File: config.mk
export PLATFORM = sky130hd
export DESIGN_NAME = instr_fetch_flat
export DESIGN_NICKNAME = d
export VERILOG_FILES = /design/src/rtl/riscv_pkg.sv /design/src/rtl/dualport_bus.sv /design/src/rtl/fetch_skid_buf.sv /design/src/rtl/instr_fetch.sv /design/src/flat_wrapper.sv
export SDC_FILE = /design/constraint.sdc
export NUM_CORES = 1
export LEC_CHECK = 0
export ABC_CLOCK_PERIOD_IN_PS = 3060
export BUFFER_PORTS_ARGS = -buffer_cell sky130_fd_sc_hd__buf_2
export CAP_MARGIN = 20
export CORE_MARGIN = 8
export CORE_UTILIZATION = 25
export DETAILED_ROUTE_END_ITERATION = 8
export PLACE_DENSITY_LB_ADDON = 0.05
export SKIP_CTS_REPAIR_TIMING = 1
export SYNTH_ARGS = -nofsm -noshare
export SYNTH_HDL_FRONTEND = slang
export SYNTH_SLANG_ARGS = --single-unit
export TNS_END_PERCENT = 50
File: constraint.sdc
create_clock -name clk -period 3.06 [get_ports clk]
set_input_delay 0.459 -clock clk [delete_from_list [all_inputs] [get_ports clk]]
set_output_delay 0.459 -clock clk [all_outputs]
set_load 0.01 [all_outputs]
File: src/rtl/riscv_pkg.sv
// riscv_pkg: constants and types shared by fetch and decode.
package riscv_pkg;
    localparam logic [31:0] NOP_INSTR        = 32'h0000_0013;
    localparam logic [31:0] RESET_PC_DEFAULT = 32'h0000_0000;

    typedef struct packed {
        logic        valid;
        logic [31:0] pc;
        logic [31:0] instr;
    } fetch_entry_t;
endpackage

File: src/rtl/dualport_bus.sv
// dualport_bus: read/write memory port with request/grant handshake.
interface dualport_bus;
    logic        rd_req;
    logic [31:0] rd_addr;
    logic        rd_gnt;
    logic [31:0] rd_data;
    logic        wr_req;
    logic [31:0] wr_addr;
    logic [31:0] wr_data;

    modport master (output rd_req, rd_addr, wr_req, wr_addr, wr_data,
                    input  rd_gnt, rd_data);
    modport slave  (input  rd_req, rd_addr, wr_req, wr_addr, wr_data,
                    output rd_gnt, rd_data);
endinterface

File: src/rtl/fetch_skid_buf.sv
// fetch_skid_buf: one-entry valid/pc/instr holding buffer with load/hold/clear.
module fetch_skid_buf
    import riscv_pkg::*;
(
    input  logic         clk,
    input  logic         rst_n,
    input  logic         load_i,
    input  logic         clear_i,
    input  logic [31:0]  pc_i,
    input  logic [31:0]  instr_i,
    output fetch_entry_t entry_o
);
    fetch_entry_t entry_q, entry_d;

    always_comb begin
        entry_d = clear_i ? '0 :
                  load_i  ? '{valid: 1'b1, pc: pc_i, instr: instr_i} : entry_q;
    end

    always_ff @(posedge clk or negedge rst_n) begin
        if (!rst_n) entry_q <= '0;
        else        entry_q <= entry_d;
    end

    assign entry_o = entry_q;
endmodule

File: src/rtl/instr_fetch.sv
// instr_fetch: PC/request logic for the instruction ROM and valid/pc/instr delivery to decode.
module instr_fetch
    import riscv_pkg::*;
#(
    parameter logic [31:0] RESET_PC = RESET_PC_DEFAULT
) (
    input  logic        clk,
    input  logic        rst_n,
    dualport_bus.master instr_master,
    input  logic        stall_i,
    input  logic        redirect_i,
    input  logic [31:0] redirect_pc_i,
    output logic        id_valid_o,
    output logic [31:0] id_pc_o,
    output logic [31:0] id_instr_o
);
    logic [31:0]  pc_q, pc_d, pend_pc_q, pend_pc_d;
    logic         pending_q, pending_d;
    logic         rd_req, accept, buf_load, buf_clear;
    logic [31:0]  rd_addr;
    fetch_entry_t buf_e;

    // Requests are gated by rst_n so nothing is issued while reset is held.
    assign rd_req  = rst_n & (redirect_i | ~(stall_i & (pending_q | buf_e.valid)));
    assign rd_addr = (rst_n & redirect_i) ? {redirect_pc_i[31:2], 2'b00} : pc_q;

    assign instr_master.rd_req  = rd_req;
    assign instr_master.rd_addr = rd_addr;
    assign instr_master.wr_req  = 1'b0;
    assign instr_master.wr_addr = '0;
    assign instr_master.wr_data = '0;

    always_comb begin
        accept     = rd_req & instr_master.rd_gnt;
        pc_d       = accept ? rd_addr + 32'd4 : pc_q;
        pend_pc_d  = accept ? rd_addr : pend_pc_q;
        pending_d  = accept;
        id_valid_o = ~redirect_i & (buf_e.valid | pending_q);
        id_pc_o    = buf_e.valid ? buf_e.pc : pending_q ? pend_pc_q : '0;
        id_instr_o = ~id_valid_o  ? NOP_INSTR :
                     buf_e.valid  ? buf_e.instr : instr_master.rd_data;
        buf_load   = stall_i & id_valid_o & ~buf_e.valid;
        buf_clear  = redirect_i | ~stall_i;
    end

    always_ff @(posedge clk or negedge rst_n) begin
        if (!rst_n) begin
            pc_q      <= RESET_PC;
            pend_pc_q <= '0;
            pending_q <= 1'b0;
        end else begin
            pc_q      <= pc_d;
            pend_pc_q <= pend_pc_d;
            pending_q <= pending_d;
        end
    end

    fetch_skid_buf u_skid (
        .clk     (clk),
        .rst_n   (rst_n),
        .load_i  (buf_load),
        .clear_i (buf_clear),
        .pc_i    (pend_pc_q),
        .instr_i (instr_master.rd_data),
        .entry_o (buf_e)
    );
endmodule

File: src/flat_wrapper.sv
// flat-port wrapper written by rule: the top's interface ports become plain ports
module instr_fetch_flat import riscv_pkg::*;
#(
    parameter logic [31:0] RESET_PC = RESET_PC_DEFAULT
)
  (clk, rst_n, stall_i, redirect_i, redirect_pc_i, id_valid_o, id_pc_o, id_instr_o, instr_master_rd_req, instr_master_rd_addr, instr_master_wr_req, instr_master_wr_addr, instr_master_wr_data, instr_master_rd_gnt, instr_master_rd_data);
  dualport_bus instr_master_i ();
  input  logic clk;
  input  logic rst_n;
  input  logic stall_i;
  input  logic redirect_i;
  input  logic [31:0] redirect_pc_i;
  output logic id_valid_o;
  output logic [31:0] id_pc_o;
  output logic [31:0] id_instr_o;
  output wire logic [$bits(instr_master_i.rd_req)-1:0] instr_master_rd_req;
  output wire logic [$bits(instr_master_i.rd_addr)-1:0] instr_master_rd_addr;
  output wire logic [$bits(instr_master_i.wr_req)-1:0] instr_master_wr_req;
  output wire logic [$bits(instr_master_i.wr_addr)-1:0] instr_master_wr_addr;
  output wire logic [$bits(instr_master_i.wr_data)-1:0] instr_master_wr_data;
  input wire logic [$bits(instr_master_i.rd_gnt)-1:0] instr_master_rd_gnt;
  input wire logic [$bits(instr_master_i.rd_data)-1:0] instr_master_rd_data;
  assign instr_master_rd_req = instr_master_i.rd_req;
  assign instr_master_rd_addr = instr_master_i.rd_addr;
  assign instr_master_wr_req = instr_master_i.wr_req;
  assign instr_master_wr_addr = instr_master_i.wr_addr;
  assign instr_master_wr_data = instr_master_i.wr_data;
  assign instr_master_i.rd_gnt = instr_master_rd_gnt;
  assign instr_master_i.rd_data = instr_master_rd_data;
  instr_fetch #(.RESET_PC(RESET_PC)) u_core (.clk(clk), .rst_n(rst_n), .instr_master(instr_master_i), .stall_i(stall_i), .redirect_i(redirect_i), .redirect_pc_i(redirect_pc_i), .id_valid_o(id_valid_o), .id_pc_o(id_pc_o), .id_instr_o(id_instr_o));
endmodule
==> results of run 1 <==
## flip-flops by register name (all words and copies together), names as in the netlist
signal	count
u_core.pc_q	32
u_core.pend_pc_q	30
u_core.pending_q	1
u_core.u_skid.entry_o	65
## layer usage
metal | up-vias | GRT usage
met5 | - | 0
met4 | 0 | 0.03715
met3 | 14 | 0.03279
met2 | 174 | 0.2014
met1 | 2820 | 0.2054
li1 | 2850 | -
## placed cells by master (no fill, tap or decap), types with 6 or more instances in the layout
cell       synthesis  layout
nor2_1            63      62
a21oi_1           19      19
a22o_1            93      93
nand3_1           12      12
clkbuf_16          0      17
inv_1             22      22
o21ai_0           21      21
xnor2_1           18      18
o21ai_1           16      16
conb_1             1      65
nand2_1          100      99
mux2_2             6       6
mux2i_1           51      51
dfrtp_1          128     127
buf_4             70      24
nand4_1           21      21
buf_2              0     163
## power by group
| group | internal [mW] | switching [mW] |
|---|---|---|
| Combinational | 0.431 | 0.688 |
| Sequential | 1.90 | 0.193 |
| Clock | 1.27 | 0.719 |
| Total | 3.60 | 1.60 |
## area by class of cell
| cell class | instances | area (um^2) |
|---|---|---|
| flip-flops and latches | 128 | 3207 |
| fillers | 3081 | 19640 |
| well taps | 384 | 480.5 |
| inverters | 23 | 86.33 |
| repair buffers | 193 | 1107 |
| clock buffers | 23 | 488.0 |
| clock inverters | 6 | 82.58 |
| multi-input cells | 551 | 3457 |
## stage by stage
stage                     hold WS, ns  utilization  cells
after floorplan                0.1634            -    816
after global placement         0.4709       0.2921   1279
after detailed placement       0.4720       0.2921   1279
after CTS                     0.04863       0.3121   1308
after global routing          0.05599       0.3121   1308
final                         0.06897       0.3121   1308
## how the worst max path moves through the flow
stage                                               start                     endpoint  cells after the start
floorplan                                           rst_n  u_core.pc_q[30]$_DFFE_PN0P_                     15
global placement                                    rst_n  u_core.pc_q[30]$_DFFE_PN0P_                     10
detailed placement                                  rst_n  u_core.pc_q[30]$_DFFE_PN0P_                     10
CTS                 u_core.u_skid.entry_o[64]$_DFFE_PN0P_                id_instr_o[7]                      5
global route        u_core.u_skid.entry_o[64]$_DFFE_PN0P_                id_instr_o[0]                      5
finish              u_core.u_skid.entry_o[64]$_DFFE_PN0P_                id_instr_o[6]                      5
## cell families (layout without fill, tap and decap cells)
logic type	count (synthesis)	after routing	share of synthesized area
other	1	65	0.0005202
AO/OA/AOI/OAI	175	175	0.1854
AND/OR/NAND/NOR	234	234	0.1529
multiplexers	57	57	0.08018
adder cells (fa/ha/maj)	1	1	0.001735
flip-flops	128	128	0.4443
XOR/XNOR	19	19	0.02308
buffers and inverters	137	245	0.1119
==> flow_metrics.tcl, run 1 <==
set metrics [dict create \
    status "complete, no violations" \
    grt_pass1_vias 6094 \
    die-area_mm2 0.03453 \
    clockBufferDepth 2 \
    r2r_start "u_core.pc_q[2]$_DFFE_PN0P_" \
    avgSynthCellArea_um2 9.587 \
    ys_seq_area_frac 0.4443 \
    die_h_um 185.8 \
    wl_per_cell_um 18.39 \
    fin_skew_ns 0.01471 \
    leakage_nw 4.337 \
    hold_violations 0 \
    crit_path_top_delay_cell "dfrtp_4" \
    ys_ff_latch 128 \
    synth_most_common_cell "dfrtp_1" \
    grt_pass1_wl_um 37160 \
    fmax_mhz 372.3 \
    clock_latency_ns 0.41 \
    reg2reg_slack_ns 0.76 \
    antenna_found_initial 0 \
    tns_ns 0 \
    ff2ff_path_depth 9 \
    drt_iter0_drc 378 \
    cts_tree "built" \
    min_period_ns 2.686 \
    startpoint_type "flip-flop" \
    max_slew.worst_pin.slew_ns 0.9846 \
    drive_above_1_share 0.2684 \
    dp_hpwl_um 17370 \
    syn_area_mm2 0.007209 \
    vias 5858 \
    synth_edf_count 0 \
    detail_route.wirelength.met1_um 12020 \
    netlist-cell-type-count 55 \
    dr.pass1.iters 4 \
    required_ns 2.60 \
    drc 0 \
    wl_met3_um 1426 \
    worstPathArrival_ns 2.23 \
    ant_nets 0 \
    yosysTopAreaCell "dfrtp_1" \
    postPlaceCellArea_mm2 0.008338 \
    topRoutingLayerUsed "met4" \
    post-place-ws_ns 0.3060 \
    clockRootBuffer "clkbuf_16" \
    place.gp.congestion 0.7861 \
    viasPerCell 4.479 \
    critical_path.max_fanout 25 \
    r2r-end "u_core.pc_q[30]$_DFFE_PN0P_" \
    power_mw 5.204 \
    powerDensity_mw_per_mm2 584.2 \
    crit_buf_inv 2 \
    start_util 0.2525 \
    die_width_um 185.8 \
    fin_ws_ns 0.3737 \
    cts_buffers 17 \
    peakVddDrop_uv 239.5 \
    port_buffers 164 \
    coreArea_mm2 0.02855 \
    ys_warn_count 0 \
    wl_met2_um 10360 \
    cpPeakStageDelay_ns 0.61 \
    critPathTopFamily "simple AND/OR/NAND/NOR gates" \
    grt.total_usage 0.1400 \
    synthTopCellsByCount "128 x dfrtp_1, 100 x nand2_1, 93 x a22o_1" \
    grt_start_max_net_pins 71 \
    crit_chain "nor2_1 -> or2_2 -> buf_4 -> nor2_1 -> buf_2" \
    area_growth_pct 23.57 \
    setup_viol 0 \
    fin_crit_sh 0.8779 \
    critPathMostFrequentCell "nor2_1" \
    slew_violations 0 \
    htree_levels 4 \
    antennaDiodeCount 0 \
    slew_headroom 0.3420 \
    netlist_instances 752 \
    ys_async_sr_fraction 1.000 \
    wl_um 24060 \
    final_nets 984 \
    row_count 62 \
    cts.sinks 128 \
    cp-end-kind "output port" \
    grt.overflow.total 0 \
    yosys-top-cells-area "dfrtp_1 44%, a22o_1 11%, buf_4 7.3%" \
    io-pin-count 232 \
    cap_violations 0 \
    ys.flop_type "dfrtp_1" \
    hold_class "in -> async" \
    critPathKind "reg -> out" \
    clk_pin_slew_ns 0.05 \
    design_area_mm2 0.008909 \
    synthDominantCellAreaShare 0.4443 \
    rsz0062_at_grt "false" \
]
Power figures use the tool's default switching activity.
==> run 2: changes to the inputs <==
--- a/config.mk
+++ b/config.mk
@@ -10,9 +10,11 @@
 export CAP_MARGIN = 20
 export CORE_MARGIN = 8
 export CORE_UTILIZATION = 25
+export CTS_BUF_LIST = sky130_fd_sc_hd__clkbuf_8 sky130_fd_sc_hd__clkbuf_16
 export DETAILED_ROUTE_END_ITERATION = 8
 export PLACE_DENSITY_LB_ADDON = 0.05
 export SKIP_CTS_REPAIR_TIMING = 1
+export SKIP_LAST_GASP = 1
 export SYNTH_ARGS = -nofsm -noshare
 export SYNTH_HDL_FRONTEND = slang
 export SYNTH_SLANG_ARGS = --single-unit
==> run 2 against run 1 <==
Compared with the run above: global-route usage stayed put; clock skew unchanged; maximum frequency about the same; non-clock buffer count is the same; critical endpoint unchanged; sequential share of layout area did not move; highest routed layer unchanged; count of clock-buffer cells in the layout is 2 lower; critical path depth unchanged; die area unchanged; sequential cell count unchanged; setup slack hardly changed; sequential power barely moved; worst hold slack is essentially flat.
==> flow_metrics.tcl, run 2 (synthesized netlist as in run 1, its figures left out) <==
set metrics [dict create \
    dp.cells 1279 \
    min_period_ns 2.686 \
    multiInputGateArea_mm2 0.003457 \
    cts.sinks 128 \
    antenna_found_initial 0 \
    setup_viol 0 \
    htree_levels 4 \
    coreArea_mm2 0.02855 \
    place.gp.congestion 0.7861 \
    max_slew.worst_pin.slew_ns 0.9841 \
    wl_um 24060 \
    cap_violations 0 \
    final_nets 984 \
    row_count 62 \
    slew_violations 0 \
    fin_ws_ns 0.3740 \
    dr.pass1.iters 4 \
    cp-end-kind "output port" \
    ant_nets 0 \
    slew_headroom 0.3424 \
    cts_tree "built" \
    clk_pin_slew_ns 0.05 \
    post-route-util 0.3121 \
    postPlaceCellArea_mm2 0.008338 \
    leakage_nw 4.345 \
    hold_class "in -> async" \
    power_mw 5.198 \
    grt_start_max_net_pins 71 \
    viasPerCell 4.479 \
    fin_skew_ns 0.01471 \
    fmax_mhz 372.3 \
    design_area_mm2 0.008909 \
    grt_pass1_vias 6094 \
    grt.total_usage 0.1400 \
    layout.area.seq_mm2 0.003207 \
    status "complete, no violations" \
    tns_ns 0 \
    die_width_um 185.8 \
    rsz0062_at_grt "false" \
    die-area_mm2 0.03453 \
    hold_violations 0 \
    port_buffers 164 \
    worstPathArrival_ns 2.23 \
    post-place-ws_ns 0.3060 \
    antennaDiodeCount 0 \
    cts_buffers 17 \
    grt_pass1_wl_um 37160 \
    vias 5859 \
    grt.overflow.total 0 \
    finalNonFillerCells 1308 \
    drive_above_1_share 0.2684 \
    critical_path.max_fanout 25 \
    drt_iter0_drc 378 \
    drc 0 \
    peakVddDrop_uv 239.6 \
    dp_hpwl_um 17370 \
    startpoint_type "flip-flop" \
    wl_per_cell_um 18.40 \
    clock_latency_ns 0.41 \
    clockBufferDepth 2 \
    required_ns 2.60 \
    layout_common_cells "163 x buf_2, 127 x dfrtp_1, 99 x nand2_1" \
    clockRootBuffer "clkbuf_16" \
    critPathKind "reg -> out" \
    hold_slack_ns 0.06894 \
    start_util 0.2525 \
    die_h_um 185.8 \
    powerDensity_mw_per_mm2 583.5 \
    largest_register_ffs 65 \
    io-pin-count 232 \
    layout_commonest_cell "buf_2" \
    nFillCells 3081 \
    area_growth_pct 23.57 \
    fin_crit_sh 0.8778 \
]
-- run 2: critical path: stages, from the launching register on --
cell	delay, ns
dfrtp_4	0.61
nor2_1	0.25
or2_2	0.52
buf_4	0.24
nor2_1	0.05
buf_2	0.14
-- run 2: path summary, 6_finish.rpt --
path                                                        from                                     to  slack, ns  depth (start not counted)
max reg2reg                           u_core.pc_q[2]$_DFFE_PN0P_            u_core.pc_q[30]$_DFFE_PN0P_       0.76                          9
min                                                        rst_n  u_core.u_skid.entry_o[45]$_DFFE_PN0P_       0.07                          2
min in group clk                         instr_master_rd_data[4]   u_core.u_skid.entry_o[4]$_DFFE_PN0P_       0.29                          2
max                        u_core.u_skid.entry_o[64]$_DFFE_PN0P_                          id_instr_o[6]       0.37                          5
min reg2reg                           u_core.pc_q[3]$_DFFE_PN0P_             u_core.pc_q[3]$_DFFE_PN0P_       0.49                          2
max in group asynchronous                                  rst_n       u_core.pend_pc_q[10]$_DFFE_PN0P_       1.80                          3
-- run 2: routing by layer --
metal | track usage | vias up | wire [um]
met4 | 0.03715 | 0 | 251
met1 | 0.2054 | 2823 | 12030
met3 | 0.03279 | 14 | 1418
li1 | - | 2850 | -
met5 | 0 | - | 0
met2 | 0.2014 | 172 | 10360
-- run 2: power by group --
group | total [mW] | switching, mW | internal [mW]
clock | 1.98 | 0.720 | 1.26
combinational | 1.12 | 0.688 | 0.431
sequential | 2.10 | 0.192 | 1.90
total | 5.20 | 1.60 | 3.60
-- run 2: area by class of cell --
cell class | instances | area share
clock inverters | 8 | 0.01011
multi-input cells | 551 | 0.3881
flip-flops and latches | 128 | 0.3600
clock buffers | 21 | 0.05393
well taps | 384 | 0.05393
inverters | 23 | 0.009691
repair buffers | 193 | 0.1243
